**src/rtl/conv_pkg.sv**
```systemverilog
`default_nettype none
// +----------------------------------------------------------------------------+
// | Module      : conv_pkg                                                     |
// | Description : Shared definitions for the convolution sequencer slice:      |
// |               FSM state encoding and default datapath/address widths.      |
// | Revision    : 1.0 - initial release                                        |
// +----------------------------------------------------------------------------+
package conv_pkg;

  typedef enum logic [2:0] {
    ST_IDLE  = 3'd0,
    ST_FETCH = 3'd1,
    ST_DRAIN = 3'd2,
    ST_WRITE = 3'd3,
    ST_DONE  = 3'd4
  } state_t;

  localparam int c_PIX_DW = 9;   // pixel data width
  localparam int c_WGT_DW = 8;   // weight data width
  localparam int c_ADDR_W = 10;  // default SRAM address width
  localparam int c_OUT_DW = 20;  // accumulator / output data width

endpackage
`default_nettype wire

```
**src/rtl/conv_sequencer_if.sv**
```systemverilog
`default_nettype none
// +----------------------------------------------------------------------------+
// | Module      : conv_sequencer_if                                            |
// | Description : Bundle of the sequencer's handshake, SRAM request and MAC     |
// |               strobe signals.                                              |
// |   master : sequencer side (drives finish/busy/reqs/addrs/strobes/data)     |
// |   slave  : environment side (drives start and acc_data)                    |
// | Ports       : start, finish, busy, pixel_req/addr, weight_req/addr,        |
// |               mac_en, mac_clr, acc_data, output_req/addr/data              |
// | Revision    : 1.0 - initial release                                        |
// +----------------------------------------------------------------------------+
interface conv_sequencer_if
  import conv_pkg::*;
#(
  parameter int PIX_AW = c_ADDR_W,
  parameter int WGT_AW = c_ADDR_W,
  parameter int OUT_AW = c_ADDR_W,
  parameter int OUT_DW = c_OUT_DW
);

  logic              start;
  logic              finish;
  logic              busy;
  logic              pixel_req;
  logic [PIX_AW-1:0] pixel_addr;
  logic              weight_req;
  logic [WGT_AW-1:0] weight_addr;
  logic              mac_en;
  logic              mac_clr;
  logic [OUT_DW-1:0] acc_data;
  logic              output_req;
  logic [OUT_AW-1:0] output_addr;
  logic [OUT_DW-1:0] output_data;

  modport master (
    input  start, acc_data,
    output finish, busy, pixel_req, pixel_addr, weight_req, weight_addr,
           mac_en, mac_clr, output_req, output_addr, output_data
  );

  modport slave (
    output start, acc_data,
    input  finish, busy, pixel_req, pixel_addr, weight_req, weight_addr,
           mac_en, mac_clr, output_req, output_addr, output_data
  );

endinterface
`default_nettype wire

```
**src/rtl/conv_addr_gen.sv**
```systemverilog
`default_nettype none
// +----------------------------------------------------------------------------+
// | Module      : conv_addr_gen                                                |
// | Description : Output (ox,oy) and tap (kx,ky) counters with incremental     |
// |               row-base registers; produces pixel, weight and output        |
// |               addresses without any runtime multiplier.                    |
// | Ports       : clk, reset (async active-low)                                |
// |               i_clr      - zero all counters (start of a pass)             |
// |               i_tap_step - advance to the next kernel tap                  |
// |               i_out_step - advance to the next output pixel                |
// |               o_pixel_addr / o_weight_addr / o_output_addr                 |
// |               o_first_tap, o_last_tap, o_last_out                          |
// | Revision    : 1.0 - initial release                                        |
// +----------------------------------------------------------------------------+
module conv_addr_gen #(
  parameter int IMG_W    = 32,
  parameter int IMG_H    = 32,
  parameter int K        = 3,
  parameter int PIX_AW   = 10,
  parameter int WGT_AW   = 10,
  parameter int OUT_AW   = 10,
  parameter int WGT_BASE = 0,
  parameter int OUT_BASE = 0
) (
  input  logic              clk,
  input  logic              reset,
  input  logic              i_clr,
  input  logic              i_tap_step,
  input  logic              i_out_step,
  output logic [PIX_AW-1:0] o_pixel_addr,
  output logic [WGT_AW-1:0] o_weight_addr,
  output logic [OUT_AW-1:0] o_output_addr,
  output logic              o_first_tap,
  output logic              o_last_tap,
  output logic              o_last_out
);

  localparam int c_OUT_W = IMG_W - K + 1;
  localparam int c_OUT_H = IMG_H - K + 1;
  localparam int c_CW    = $clog2(((IMG_W > IMG_H) ? IMG_W : IMG_H) + 1);

  localparam logic [c_CW-1:0]   c_ONE      = c_CW'(1);
  localparam logic [c_CW-1:0]   c_KM1      = c_CW'(K - 1);
  localparam logic [c_CW-1:0]   c_OXM      = c_CW'(c_OUT_W - 1);
  localparam logic [c_CW-1:0]   c_OYM      = c_CW'(c_OUT_H - 1);
  localparam logic [PIX_AW-1:0] c_ROW_STEP = PIX_AW'(IMG_W);
  localparam logic [WGT_AW-1:0] c_WGT_STEP = WGT_AW'(K);
  localparam logic [WGT_AW-1:0] c_WGT_BASE = WGT_AW'(WGT_BASE);
  localparam logic [OUT_AW-1:0] c_OUT_STEP = OUT_AW'(c_OUT_W);
  localparam logic [OUT_AW-1:0] c_OUT_BASE = OUT_AW'(OUT_BASE);

  logic [c_CW-1:0]   r_ox, r_oy, r_kx, r_ky;
  logic [PIX_AW-1:0] r_out_row;   // oy * IMG_W
  logic [PIX_AW-1:0] r_tap_row;   // (oy + ky) * IMG_W
  logic [WGT_AW-1:0] r_wgt_row;   // ky * K
  logic [OUT_AW-1:0] r_out_ybase; // oy * OUT_W

  assign o_first_tap = (r_kx == '0)    && (r_ky == '0);
  assign o_last_tap  = (r_kx == c_KM1) && (r_ky == c_KM1);
  assign o_last_out  = (r_ox == c_OXM) && (r_oy == c_OYM);

  assign o_pixel_addr  = r_tap_row + PIX_AW'(r_ox) + PIX_AW'(r_kx);
  assign o_weight_addr = c_WGT_BASE + r_wgt_row + WGT_AW'(r_kx);
  assign o_output_addr = c_OUT_BASE + r_out_ybase + OUT_AW'(r_ox);

  always_ff @(posedge clk or negedge reset) begin
    if (!reset) begin
      r_ox        <= '0;
      r_oy        <= '0;
      r_kx        <= '0;
      r_ky        <= '0;
      r_out_row   <= '0;
      r_tap_row   <= '0;
      r_wgt_row   <= '0;
      r_out_ybase <= '0;
    end else if (i_clr) begin
      r_ox        <= '0;
      r_oy        <= '0;
      r_kx        <= '0;
      r_ky        <= '0;
      r_out_row   <= '0;
      r_tap_row   <= '0;
      r_wgt_row   <= '0;
      r_out_ybase <= '0;
    end else if (i_tap_step) begin
      if (r_kx == c_KM1) begin
        r_kx <= '0;
        if (r_ky == c_KM1) begin
          // Kernel finished: rewind the tap row so the next output pixel
          // starts at its own top-left corner.
          r_ky      <= '0;
          r_tap_row <= r_out_row;
          r_wgt_row <= '0;
        end else begin
          r_ky      <= r_ky + c_ONE;
          r_tap_row <= r_tap_row + c_ROW_STEP;
          r_wgt_row <= r_wgt_row + c_WGT_STEP;
        end
      end else begin
        r_kx <= r_kx + c_ONE;
      end
    end else if (i_out_step && !o_last_out) begin
      // The final output does not advance, so no register ever steps past
      // the last legal row and nothing can wrap.
      if (r_ox == c_OXM) begin
        r_ox        <= '0;
        r_oy        <= r_oy + c_ONE;
        r_out_row   <= r_out_row + c_ROW_STEP;
        r_tap_row   <= r_out_row + c_ROW_STEP;
        r_out_ybase <= r_out_ybase + c_OUT_STEP;
      end else begin
        r_ox <= r_ox + c_ONE;
      end
    end
  end

endmodule
`default_nettype wire

```
**src/rtl/conv_sequencer.sv**
```systemverilog
`default_nettype none
// +----------------------------------------------------------------------------+
// | Module      : conv_sequencer                                               |
// | Description : Control FSM for one single-channel KxK convolution pass.     |
// |               Per output pixel: K*K fetch cycles (pixel+weight reads),     |
// |               one drain cycle for the last MAC, one output write cycle.    |
// | Ports       : clk   - clock, rising edge                                   |
// |               reset - asynchronous active-low reset                        |
// |               bus   - conv_sequencer_if.master (start/finish/busy, SRAM    |
// |                       read/write ports, MAC strobes, accumulator input)    |
// | Revision    : 1.0 - initial release                                        |
// +----------------------------------------------------------------------------+
module conv_sequencer
  import conv_pkg::*;
#(
  parameter int IMG_W    = 32,
  parameter int IMG_H    = 32,
  parameter int K        = 3,
  parameter int PIX_AW   = c_ADDR_W,
  parameter int WGT_AW   = c_ADDR_W,
  parameter int OUT_AW   = c_ADDR_W,
  parameter int OUT_DW   = c_OUT_DW,
  parameter int WGT_BASE = 0,
  parameter int OUT_BASE = 0
) (
  input  logic             clk,
  input  logic             reset,
  conv_sequencer_if.master bus
);

  localparam int c_OUT_W = IMG_W - K + 1;
  localparam int c_OUT_H = IMG_H - K + 1;
  localparam int c_N     = c_OUT_W * c_OUT_H;

  generate
    if (K < 1 || K > IMG_W || K > IMG_H) begin : g_chk_kernel
      $fatal(1, "conv_sequencer: kernel does not fit in the image");
    end
    if (longint'(IMG_W) * longint'(IMG_H) > (longint'(1) << PIX_AW)) begin : g_chk_pix
      $fatal(1, "conv_sequencer: image exceeds pixel address space");
    end
    if (longint'(WGT_BASE) + longint'(K) * longint'(K) > (longint'(1) << WGT_AW)) begin : g_chk_wgt
      $fatal(1, "conv_sequencer: kernel exceeds weight address space");
    end
    if (longint'(OUT_BASE) + longint'(c_N) > (longint'(1) << OUT_AW)) begin : g_chk_out
      $fatal(1, "conv_sequencer: output map exceeds output address space");
    end
  endgenerate

  state_t r_state, w_next;
  logic   r_mac_en, r_mac_clr;

  logic w_pixel_req, w_output_req, w_finish;
  logic w_clr, w_tap_step, w_out_step;
  logic w_first_tap, w_last_tap, w_last_out;

  logic [PIX_AW-1:0] w_pix_addr;
  logic [WGT_AW-1:0] w_wgt_addr;
  logic [OUT_AW-1:0] w_out_addr;
  logic [OUT_DW-1:0] w_acc;

  conv_addr_gen #(
    .IMG_W    (IMG_W),
    .IMG_H    (IMG_H),
    .K        (K),
    .PIX_AW   (PIX_AW),
    .WGT_AW   (WGT_AW),
    .OUT_AW   (OUT_AW),
    .WGT_BASE (WGT_BASE),
    .OUT_BASE (OUT_BASE)
  ) u_addr_gen (
    .clk           (clk),
    .reset         (reset),
    .i_clr         (w_clr),
    .i_tap_step    (w_tap_step),
    .i_out_step    (w_out_step),
    .o_pixel_addr  (w_pix_addr),
    .o_weight_addr (w_wgt_addr),
    .o_output_addr (w_out_addr),
    .o_first_tap   (w_first_tap),
    .o_last_tap    (w_last_tap),
    .o_last_out    (w_last_out)
  );

  // The MAC strobes trail the read request by one cycle so they line up with
  // the SRAM read data; mac_clr marks the first tap of each output pixel.
  always_ff @(posedge clk or negedge reset) begin
    if (!reset) begin
      r_state   <= ST_IDLE;
      r_mac_en  <= 1'b0;
      r_mac_clr <= 1'b0;
    end else begin
      r_state   <= w_next;
      r_mac_en  <= w_pixel_req;
      r_mac_clr <= w_pixel_req & w_first_tap;
    end
  end

  always_comb begin
    w_next       = r_state;
    w_pixel_req  = 1'b0;
    w_output_req = 1'b0;
    w_finish     = 1'b0;
    w_clr        = 1'b0;
    w_tap_step   = 1'b0;
    w_out_step   = 1'b0;
    case (r_state)
      ST_IDLE: begin
        if (bus.start) begin
          w_clr  = 1'b1;
          w_next = ST_FETCH;
        end
      end
      ST_FETCH: begin
        w_pixel_req = 1'b1;
        w_tap_step  = 1'b1;
        if (w_last_tap) begin
          w_next = ST_DRAIN;
        end
      end
      ST_DRAIN: begin
        w_next = ST_WRITE;
      end
      ST_WRITE: begin
        w_output_req = 1'b1;
        w_out_step   = 1'b1;
        w_next       = w_last_out ? ST_DONE : ST_FETCH;
      end
      ST_DONE: begin
        w_finish = 1'b1;
        w_next   = ST_IDLE;
      end
      default: begin
        w_next = ST_IDLE;
      end
    endcase
  end

  // Addresses are forced to zero whenever their strobe is low so an idle or
  // reset sequencer presents an all-zero bus.
  assign w_acc           = bus.acc_data;
  assign bus.output_data = w_acc;
  assign bus.busy        = (r_state != ST_IDLE);
  assign bus.finish      = w_finish;
  assign bus.pixel_req   = w_pixel_req;
  assign bus.pixel_addr  = w_pixel_req ? w_pix_addr : '0;
  assign bus.weight_req  = w_pixel_req;
  assign bus.weight_addr = w_pixel_req ? w_wgt_addr : '0;
  assign bus.mac_en      = r_mac_en;
  assign bus.mac_clr     = r_mac_clr;
  assign bus.output_req  = w_output_req;
  assign bus.output_addr = w_output_req ? w_out_addr : '0;

endmodule
`default_nettype wire

```
**src/flat_wrapper.sv**
```systemverilog
// flat-port wrapper written by rule: the top's interface ports become plain ports
module conv_sequencer_flat import conv_pkg::*;
#(
  parameter int IMG_W    = 32,
  parameter int IMG_H    = 32,
  parameter int K        = 3,
  parameter int PIX_AW   = c_ADDR_W,
  parameter int WGT_AW   = c_ADDR_W,
  parameter int OUT_AW   = c_ADDR_W,
  parameter int OUT_DW   = c_OUT_DW,
  parameter int WGT_BASE = 0,
  parameter int OUT_BASE = 0
)
  (clk, reset, bus_start, bus_acc_data, bus_finish, bus_busy, bus_pixel_req, bus_pixel_addr, bus_weight_req, bus_weight_addr, bus_mac_en, bus_mac_clr, bus_output_req, bus_output_addr, bus_output_data);
  conv_sequencer_if #(.PIX_AW(PIX_AW), .WGT_AW(WGT_AW), .OUT_AW(OUT_AW), .OUT_DW(OUT_DW)) bus_i ();
  input  logic clk;
  input  logic reset;
  input wire logic [$bits(bus_i.start)-1:0] bus_start;
  input wire logic [$bits(bus_i.acc_data)-1:0] bus_acc_data;
  output wire logic [$bits(bus_i.finish)-1:0] bus_finish;
  output wire logic [$bits(bus_i.busy)-1:0] bus_busy;
  output wire logic [$bits(bus_i.pixel_req)-1:0] bus_pixel_req;
  output wire logic [$bits(bus_i.pixel_addr)-1:0] bus_pixel_addr;
  output wire logic [$bits(bus_i.weight_req)-1:0] bus_weight_req;
  output wire logic [$bits(bus_i.weight_addr)-1:0] bus_weight_addr;
  output wire logic [$bits(bus_i.mac_en)-1:0] bus_mac_en;
  output wire logic [$bits(bus_i.mac_clr)-1:0] bus_mac_clr;
  output wire logic [$bits(bus_i.output_req)-1:0] bus_output_req;
  output wire logic [$bits(bus_i.output_addr)-1:0] bus_output_addr;
  output wire logic [$bits(bus_i.output_data)-1:0] bus_output_data;
  assign bus_i.start = bus_start;
  assign bus_i.acc_data = bus_acc_data;
  assign bus_finish = bus_i.finish;
  assign bus_busy = bus_i.busy;
  assign bus_pixel_req = bus_i.pixel_req;
  assign bus_pixel_addr = bus_i.pixel_addr;
  assign bus_weight_req = bus_i.weight_req;
  assign bus_weight_addr = bus_i.weight_addr;
  assign bus_mac_en = bus_i.mac_en;
  assign bus_mac_clr = bus_i.mac_clr;
  assign bus_output_req = bus_i.output_req;
  assign bus_output_addr = bus_i.output_addr;
  assign bus_output_data = bus_i.output_data;
  conv_sequencer #(.IMG_W(IMG_W), .IMG_H(IMG_H), .K(K), .PIX_AW(PIX_AW), .WGT_AW(WGT_AW), .OUT_AW(OUT_AW), .OUT_DW(OUT_DW), .WGT_BASE(WGT_BASE), .OUT_BASE(OUT_BASE)) u_core (.clk(clk), .reset(reset), .bus(bus_i));
endmodule
```
**config.mk**
```make
export PLATFORM = sky130hd
export DESIGN_NAME = conv_sequencer_flat
export DESIGN_NICKNAME = d
export VERILOG_FILES = /design/src/rtl/conv_pkg.sv /design/src/rtl/conv_sequencer_if.sv /design/src/rtl/conv_addr_gen.sv /design/src/rtl/conv_sequencer.sv /design/src/flat_wrapper.sv
export SDC_FILE = /design/constraint.sdc
export NUM_CORES = 1
export LEC_CHECK = 0
export CAP_MARGIN = 20
export CORE_MARGIN = 2
export CORE_UTILIZATION = 30
export CTS_CLUSTER_SIZE = 14
export DETAILED_ROUTE_END_ITERATION = 8
export HOLD_SLACK_MARGIN = 0.15
export PLACE_DENSITY_LB_ADDON = 0.05
export SETUP_SLACK_MARGIN = 0.5
export SYNTH_ARGS = -nofsm -noshare
export SYNTH_HDL_FRONTEND = slang
export SYNTH_SLANG_ARGS = --single-unit
```
**constraint.sdc**
```tcl
create_clock -name clk -period 3.7 [get_ports clk]
set_clock_uncertainty 0.1 [all_clocks]
set_input_delay 0.74 -clock clk [delete_from_list [all_inputs] [get_ports clk]]
set_output_delay 0.74 -clock clk [all_outputs]
set_load 0.02 [all_outputs]
```
==> impl_metrics.csv, run 1 <==
group,metric,value,unit
clock_tree,cts_sinks,59,
critical_path,worstSetupStartpoint,"u_core.u_addr_gen.r_tap_row[3]$_DFFE_PN0P_",
synth,synth_seq_cells,59,
critical_path,crit_arrival,2.84,ns
route,route.antenna.remaining_nets,0,
synth,synth_top_area_cell,"dfrtp_1",
grt,grt_pass1_vias,4012,
finish,diodes,0,
synth,synth_area_leaders,"dfrtp_1 32%, ha_1 8.5%, o21ai_0 4.8%, nand2_1 4.8%, nor2_1 4.7%",
synth,synth_cells,527,
synth,synth_top_area_frac,0.324,
sta,rsz0062_at_grt,"yes",
power_and_ir_drop,ir_drop,0.379,mV
clock_tree,cts_tree,"yes",
worst_hold_path,min_path_type,"flip-flop to flip-flop",
finish,fill_cells,1542,
critical_path,worstPathMaxFanout,4,
clock_tree,cts.reportedPaths.clkPinSlew,0.05,ns
route,drt_first_pass_iters,4,
critical_path,timing.rr.start,"u_core.u_addr_gen.r_ox[1]$_DFFE_PN0P_",
clock_tree,hold_buffers,0,
synth,synth.most_common_cell,"dfrtp_1",
finish,design_area,0.00575,mm^2
power_and_ir_drop,p_leak,2.50,nW
grt,grt_antenna_before_repair,0,
critical_path,critPathTopFamily,"adder cells",
synth,synth.avg_cell_area,8.64,um^2
floorplan,die_w,127,um
synth,yosys_warnings,0,
grt,grt_overflow_total,0,
place,dp.final_hpwl,9.05,mm
place,gp_congestion,0.792,
sta,finalMaxSlewViolations,0,
route,routed_wl,12.4,mm
place,place_inst,739,
place,numPortBuffers,39,
sta,fin_crit,3.68,ns
finish,final_core_util,0.383,
critical_path,critPathRequiredTime,2.86,ns
critical_path,cp_slowest_cell,"dfrtp_2",
synth,synth_common_cells,"59 x dfrtp_1, 58 x nand2_1, 57 x nor2_1",
route,num_vias,3919,
sta,worstMarginPinSlew,0.925,ns
power_and_ir_drop,power.density,602,mW/mm^2
floorplan,start_util,0.303,
sta,hold_ws,0.411,ns
grt,grtUsageTotal,0.164,
job,maxCapViolCount,0,
route,detail_route.wl_per_cell,16.1,um
sta,relSlewSlack,0.383,
sta,setup_violations,0,
synth,async_reset_ff_frac,1.00,
synth,netlist_area,0.00455,mm^2
sta,postLayoutSetupSlackWorst,0.0229,ns
critical_path,critical_path_class,"flip-flop to primary output",
floorplan,core,0.0150,mm^2
synth,synth_flop_cell,"dfrtp_1",
clock_tree,cts.path.max_buffers,2,
route,viasPerCell,5.08,
finish,fin_nets,641,
critical_path,start_kind,"flip-flop",
sta,min_period_over_period,0.994,
synth,yosysSeqAreaShare,0.324,
finish,final_layout_size_suffix_gt1_frac,0.213,
synth,synth_edf_count,0,
floorplan,chipHeight,127,um
synth,syn-num-nets,590,
grt,grt_pass1_wl,20.9,mm
route,drc,0,
floorplan,ios,80,
clock_tree,clockRootBuffer,"clkbuf_16",
floorplan,rows,45,
run_status,status,"complete, no violations",
place,pre_cts_ws,-0.104,ns
floorplan,die-area,0.0162,mm^2
place,placed_area,0.00511,mm^2
synth,synth.distinct_cells,63,
clock_tree,cts_made_buffers,9,
finish,syn_to_final_growth,26.3,%
route,drtIter0Drc,134,
critical_path,path_cells,"fa_1 -> ha_2 -> fa_2 -> a211oi_2 -> nor2_1 -> o311ai_2 -> xor2_1 -> nor2_2 -> buf_6",
clock_tree,htreeDepth,3,
critical_path,slowest_delay,0.44,ns
grt,grt_max_degree,37,
critical_path,cp_num_buf_inv,1,
finish,stdcell_count,771,
sta,hold_violations,0,
sta,fmax,272,MHz
critical_path,endpoint_kind,"primary output",
clock_tree,clkLatencyLatePin,0.34,ns
worst_hold_path,worstHoldStart,"u_core.u_addr_gen.r_wgt_row[9]$_DFFE_PN0P_",
## worst register-to-register path, cell delays in order (launching register included)
cell	delay, ns
dfrtp_1	0.40
buf_4	0.14
buf_6	0.10
buf_6	0.12
inv_4	0.05
ha_1	0.17
nand4_1	0.12
nor3_2	0.12
buf_4	0.23
a21oi_2	0.19
or4_1	0.53
a21oi_1	0.15
## final timing paths
check,end,slack [ns],cells after the start
min in group asynchronous,u_core.u_addr_gen.r_ox[0]$_DFFE_PN0P_,0.42,1
max in group asynchronous,u_core.u_addr_gen.r_tap_row[5]$_DFFE_PN0P_,2.28,2
setup / recovery,bus_pixel_addr[9],0.02,9
hold / removal,u_core.u_addr_gen.r_wgt_row[9]$_DFFE_PN0P_,0.41,1
hold reg to reg,u_core.u_addr_gen.r_wgt_row[9]$_DFFE_PN0P_,0.41,1
setup reg to reg,u_core.u_addr_gen.r_out_ybase[8]$_DFFE_PN0P_,1.21,11
## timing repair
action	CTS	global route
gates resized for setup	113	39
pin swaps	20	24
buffers inserted	9	7
setup endpoints to repair	23	20
cloned	0	0
## flip-flops by register name, summed over array words and instances (netlist names), 5 cells and up
signal / cells
u_core.u_addr_gen.r_tap_row: 6
u_core.u_addr_gen.r_kx: 6
u_core.u_addr_gen.r_oy: 6
u_core.u_addr_gen.r_wgt_row: 10
u_core.u_addr_gen.r_ox: 6
u_core.u_addr_gen.r_ky: 6
u_core.u_addr_gen.r_out_row: 5
u_core.u_addr_gen.r_out_ybase: 9
## through the flow
stage               setup TNS [ns]  power [mW]
CTS                        -0.0337        3.38
floorplan                        0        1.87
detailed placement          -0.104        2.47
global route                -0.174        3.73
global placement           -0.0570        2.46
finish                           0        3.46
## placed cells by master (no fill, tap or decap), types with 6 or more instances in the layout
cell / synthesis / routed
nand3_1: 22 / 22
o31ai_1: 10 / 9
clkbuf_16: 0 / 9
nor3_1: 17 / 14
ha_4: 0 / 8
and2_1: 10 / 10
o21ai_1: 4 / 6
nand2_1: 58 / 58
dfrtp_1: 59 / 57
buf_2: 4 / 6
xor2_1: 23 / 23
a21oi_1: 17 / 16
o21ai_0: 44 / 39
xnor2_1: 10 / 9
buf_6: 4 / 11
nor2_1: 57 / 55
ha_1: 31 / 22
buf_4: 22 / 40
o21a_1: 10 / 10
and3_1: 7 / 7
inv_1: 14 / 12
clkdlybuf4s50_1: 0 / 12
## report_power, final
| group | internal, mW | switching [mW] |
|---|---|---|
| Clock | 0.525 | 0.294 |
| Sequential | 0.760 | 0.155 |
| Combinational | 0.796 | 0.933 |
| Total | 2.08 | 1.38 |
## per-layer routing
| layer | vias to the layer above | GRT usage | wire, um |
|---|---|---|---|
| met5 | - | 0 | 0 |
| met4 | 0 | 0.0530 | 201 |
| met3 | 13 | 0.0415 | 372 |
| met2 | 59 | 0.274 | 5930 |
| met1 | 1902 | 0.209 | 5920 |
| li1 | 1945 | - | - |
## logic make-up (layout without fill, tap and decap cells)
logic type | after synthesis | after routing | share of synthesized area
buffers and inverters | 56 | 112 | 0.0731
other | 1 | 1 | 0.000823
muxes | 3 | 3 | 0.00659
xor gates and xnor gates | 33 | 33 | 0.0635
DFF | 59 | 59 | 0.324
adders and majority gates | 40 | 40 | 0.125
and+or+nand+nor | 207 | 207 | 0.224
AOI/OAI and AO/OA | 128 | 128 | 0.183
## final cells by class
class	count	area, um^2	share of cell area
repair buffers	80	679	0.118
clock buffers	15	288	0.0500
well taps	188	235	0.0409
clock inverters	1	5.00	0.000870
multi-input cells	412	3000	0.521
inverters	16	67.6	0.0117
flip-flops and latches	59	1480	0.257
No activity file was read; power rests on OpenSTA's default activity.
==> inputs of run 2 (changes only) <==
--- a/config.mk
+++ b/config.mk
@@ -8,6 +8,7 @@
 export CAP_MARGIN = 20
 export CORE_MARGIN = 2
 export CORE_UTILIZATION = 30
+export CTS_BUF_LIST = sky130_fd_sc_hd__clkbuf_16
 export CTS_CLUSTER_SIZE = 14
 export DETAILED_ROUTE_END_ITERATION = 8
 export HOLD_SLACK_MARGIN = 0.15
==> run 2 against run 1 <==
Maximum frequency hardly changed. Total power down 2.7%. Clock power is 11% lower. Die area stayed put. Sequential power barely moved. Flip-flop and latch count stayed put. Sequential share of layout area increased by 0.18 points. Largest power group unchanged. Highest routed layer unchanged.
==> impl_metrics.csv, run 2 (same netlist as run 1, synthesis figures left out) <==
group,metric,value,unit
floorplan,die-area,0.0162,mm^2
finish,largest_registers,"u_core.u_addr_gen.r_wgt_row x10, u_core.u_addr_gen.r_out_ybase x9",
grt,grt_antenna_before_repair,0,
route,drtIter0Drc,123,
finish,largest_register_ffs,10,
finish,final_layout_size_suffix_gt1_frac,0.206,
floorplan,ios,80,
clock_tree,cts_made_buffers,9,
clock_tree,clockRootBuffer,"clkbuf_16",
finish,fin_nets,641,
grt,grt_pass1_wl,20.9,mm
grt,grt_max_degree,37,
route,drc,0,
power_and_ir_drop,ir_drop,0.379,mV
critical_path,start_kind,"flip-flop",
sta,fmax,272,MHz
clock_tree,cts.reportedPaths.clkPinSlew,0.05,ns
job,maxCapViolCount,0,
finish,final_core_util,0.380,
sta,finalMaxSlewViolations,0,
critical_path,endpoint_kind,"primary output",
place,gp_congestion,0.792,
grt,grtUsageTotal,0.164,
sta,fin_crit,3.68,ns
place,dp.final_hpwl,9.05,mm
floorplan,die_w,127,um
finish,design_area,0.00571,mm^2
critical_path,critPathRequiredTime,2.86,ns
finish,diodes,0,
power_and_ir_drop,power.density,590,mW/mm^2
finish,syn_to_final_growth,25.5,%
sta,hold_violations,0,
floorplan,start_util,0.303,
worst_hold_path,min_path_type,"flip-flop to flip-flop",
route,detail_route.wl_per_cell,16.1,um
sta,relSlewSlack,0.382,
critical_path,crit_arrival,2.84,ns
route,drt_first_pass_iters,4,
critical_path,critical_path_class,"flip-flop to primary output",
power_and_ir_drop,p_leak,2.48,nW
grt,grt_pass1_vias,4016,
floorplan,rows,45,
clock_tree,cts_sinks,59,
route,viasPerCell,5.09,
place,placed_area,0.00511,mm^2
place,numPortBuffers,39,
route,route.antenna.remaining_nets,0,
finish,mostFrequentLayoutCells,"58 x nand2_1, 57 x dfrtp_1, 55 x nor2_1",
floorplan,chipHeight,127,um
finish,regMostFlops,"u_core.u_addr_gen.r_wgt_row",
clock_tree,cts_tree,"yes",
finish,final_common_cell,"nand2_1",
clock_tree,htreeDepth,3,
route,num_vias,3923,
critical_path,worstPathMaxFanout,4,
clock_tree,cts.path.max_buffers,2,
floorplan,core,0.0150,mm^2
sta,setup_violations,0,
sta,min_period_over_period,0.994,
route,routed_wl,12.4,mm
grt,grt_overflow_total,0,
clock_tree,clkLatencyLatePin,0.34,ns
sta,worstMarginPinSlew,0.927,ns
run_status,status,"complete, no violations",
sta,rsz0062_at_grt,"yes",
## run 2: layout make-up
class                   count  area, um^2
multi-input cells         412        3000
clock buffers               9         225
flip-flops and latches     59        1480
repair buffers             80         679
well taps                 188         235
inverters                  16        67.6
fillers                  1545        9320
clock inverters             7        27.5
## run 2: worst max-delay path, stage by stage (launching register included)
cell and delay (ns):
dfrtp_2 0.44, fa_1 0.44, ha_2 0.20, fa_2 0.37, a211oi_2 0.23, nor2_1 0.09
o311ai_2 0.31, xor2_1 0.23, nor2_2 0.05, buf_6 0.13
## run 2: report_power, final
part           internal, mW  switching (mW)
Combinational         0.796           0.932
Clock                 0.436           0.290
Sequential            0.760           0.155
## run 2: what timing repair did
| item | in CTS | in global routing |
|---|---|---|
| buffers inserted | 9 | 7 |
| hold endpoints to repair | 0 | 0 |
| resized for setup | 113 | 39 |
| pin swaps | 20 | 24 |
| endpoints found under the setup margin | 23 | 20 |
| hold buffers | 0 | 0 |
## run 2: routing by layer
| layer | wire length, um | GRT usage |
|---|---|---|
| met5 | 0 | 0 |
| met4 | 201 | 0.0530 |
| met3 | 406 | 0.0415 |
| met2 | 5950 | 0.275 |
| met1 | 5870 | 0.209 |
## run 2: path summary, 6_finish.rpt
| kind | from | to | slack [ns] | cells past startpoint |
|---|---|---|---|---|
| setup reg to reg | u_core.u_addr_gen.r_ox[1]$_DFFE_PN0P_ | u_core.u_addr_gen.r_out_ybase[8]$_DFFE_PN0P_ | 1.20 | 11 |
| setup / recovery | u_core.u_addr_gen.r_tap_row[3]$_DFFE_PN0P_ | bus_pixel_addr[9] | 0.02 | 9 |
| hold reg to reg | u_core.u_addr_gen.r_wgt_row[9]$_DFFE_PN0P_ | u_core.u_addr_gen.r_wgt_row[9]$_DFFE_PN0P_ | 0.41 | 1 |
| max in group asynchronous | reset | u_core.u_addr_gen.r_tap_row[5]$_DFFE_PN0P_ | 2.28 | 2 |
| min in group asynchronous | reset | u_core.u_addr_gen.r_ox[0]$_DFFE_PN0P_ | 0.42 | 1 |
| hold / removal | u_core.u_addr_gen.r_wgt_row[9]$_DFFE_PN0P_ | u_core.u_addr_gen.r_wgt_row[9]$_DFFE_PN0P_ | 0.41 | 1 |
## run 2: per-stage QoR
stage	power (mW)	cells	TNS, ns	hold slack (ns)	setup slack, ns
floorplan	1.87	527	0	0.344	0.442
finish	3.37	771	0	0.410	0.0228
global placement	2.46	739	-0.0570	0.394	-0.0570
CTS	3.29	764	-0.0337	0.407	-0.0337
detailed placement	2.47	739	-0.104	0.403	-0.104
global route	3.64	771	-0.174	0.431	-0.110
==> edit (config.mk and constraints of run 2) <==
The 5 states of `state_t` get a one-hot encoding in 5 bits.
--- a/src/rtl/conv_pkg.sv
+++ b/src/rtl/conv_pkg.sv
@@ -9,8 +9,8 @@
 
-  typedef enum logic [2:0] {
-    ST_IDLE  = 3'd0,
-    ST_FETCH = 3'd1,
-    ST_DRAIN = 3'd2,
-    ST_WRITE = 3'd3,
-    ST_DONE  = 3'd4
+  typedef enum logic [4:0] {
+    ST_IDLE  = 5'b00001,
+    ST_FETCH = 5'b00010,
+    ST_DRAIN = 5'b00100,
+    ST_WRITE = 5'b01000,
+    ST_DONE  = 5'b10000
   } state_t;
Formal check against the unedited RTL: same outputs for any inputs over 10 cycles, from zero or initial values and one cycle with reset low; not proved beyond that.
==> edit against run 2 <==
  * Setup slack better by 72 ps
  * Via count is 1.1% higher
  * Global-route usage is 0.38 points lower
  * Cell area is 1.1% lower
  * Register-to-register slack worse by 450 ps
  * Utilization is 0.41 points lower
  * Hold slack worse by 44 ps
  * Total power is 15% lower
  * Wire length is 1.7% lower
  * Sequential cell count is 2 higher
  * Area after synthesis is 0.19% higher
  * Largest power group unchanged
==> edit: results (changes against run 2) <==
- The data-path buffer share of cell area in the final layout was 11.8% (-0.092 points).
- The leakage power came to 2.49 nW (+0.24%).
- The global routing usage on met2 is 25.0% (-2.5 points).
- The total via count in the routed design was 3967 (+1.1%).
- The number of global-route vias before repair was 3948 (-1.7%).
- The number of non-clock buffers came to 81 (+1.3%).
- The run finished with clean final reports.
- The initial DRC count is 183 (+49%).
- The xor/xnor cell area share of the yosys netlist is 4.61% (-1.7 points).
- The cell with the largest stage delay on the worst path is sky130_fd_sc_hd__fa_1.
- The peak fanout along the critical path came to 2 (-2).
- The proportion of layout cells with a drive suffix above 1 is 20.3% (-0.25 points).
- The gate count after technology mapping was 536 (+1.7%).
- The pin count of the biggest net entering global routing is 62 (+68%).
- The complex-gate fraction of the synthesized area is 19.9% (+1.5 points).
- The worst setup slack before clock tree synthesis is -106 ps (-1.97 ps).
- The fraction of area in multi-input gates came to 50.4% (-2.2 points).
- The biggest cell delay along the critical path is 480 ps (+40 ps).
- The sum of met3 wire segment lengths after detailed routing is 629 microns (+55%).
- The chip width came to 127 microns (about the same).
- After synthesis, the most frequently instantiated cells are 72 x sky130_fd_sc_hd__o21ai_0, 60 x sky130_fd_sc_hd__dfrtp_1, 60 x sky130_fd_sc_hd__nand2_1, 49 x sky130_fd_sc_hd__nor2_1, 31 x sky130_fd_sc_hd__ha_1.
- The post-synthesis net count is 599 (+1.5%).
- The portion of the layout cell area used by clock cells is 4.91% (+0.49 points).
- The overall global routing resource usage is 16.1% (-0.38 points).
- The met1 usage in global routing was 22.3% (+1.5 points).
- The final routed wirelength across all metal layers is 12200 microns (-1.7%).
- The final weighted congestion of routability-driven global placement is 0.764 (-3.6%).
- The global-route wire length before repair was 20600 microns (-1.3%).
- The transition time of the tightest slew-check pin is 837 ps (-90.1 ps).
- The share of the core filled with cells is 37.6% (-0.41 points).
- The average wire per cell in the routed design is 15.6 microns (-3.2%).
- The inverter count of the layout excluding clock inverters came to 21 (+5).
- The flip-flop and latch count came to 61 (+3.4%).
[edit: path summary, 6_finish.rpt]
check                                                       from                                    endpoint  slack [ps]  depth (start not counted)
max                        u_core.u_addr_gen.r_kx[1]$_DFFE_PN0N_                           bus_pixel_addr[7]          90                         11
max in group asynchronous                                  reset               u_core.r_state[3]$_DFFE_PN0P_        2430                          2
min in group asynchronous                                  reset  u_core.u_addr_gen.r_wgt_row[9]$_DFFE_PN0P_         460                          2
max reg2reg                        u_core.r_state[2]$_DFFE_PN0P_       u_core.u_addr_gen.r_oy[4]$_DFFE_PN0P_         750                          7
min reg2reg                u_core.u_addr_gen.r_oy[5]$_DFFE_PN0P_       u_core.u_addr_gen.r_oy[5]$_DFFE_PN0P_         370                          1
min                        u_core.u_addr_gen.r_oy[5]$_DFFE_PN0P_       u_core.u_addr_gen.r_oy[5]$_DFFE_PN0P_         370                          1
[edit: timing repair]
action                     in CTS  in global routing
resized for setup             120                 35
setup endpoints to repair      33                 24
pin swaps                      16                 19
setup buffers                  14                  4
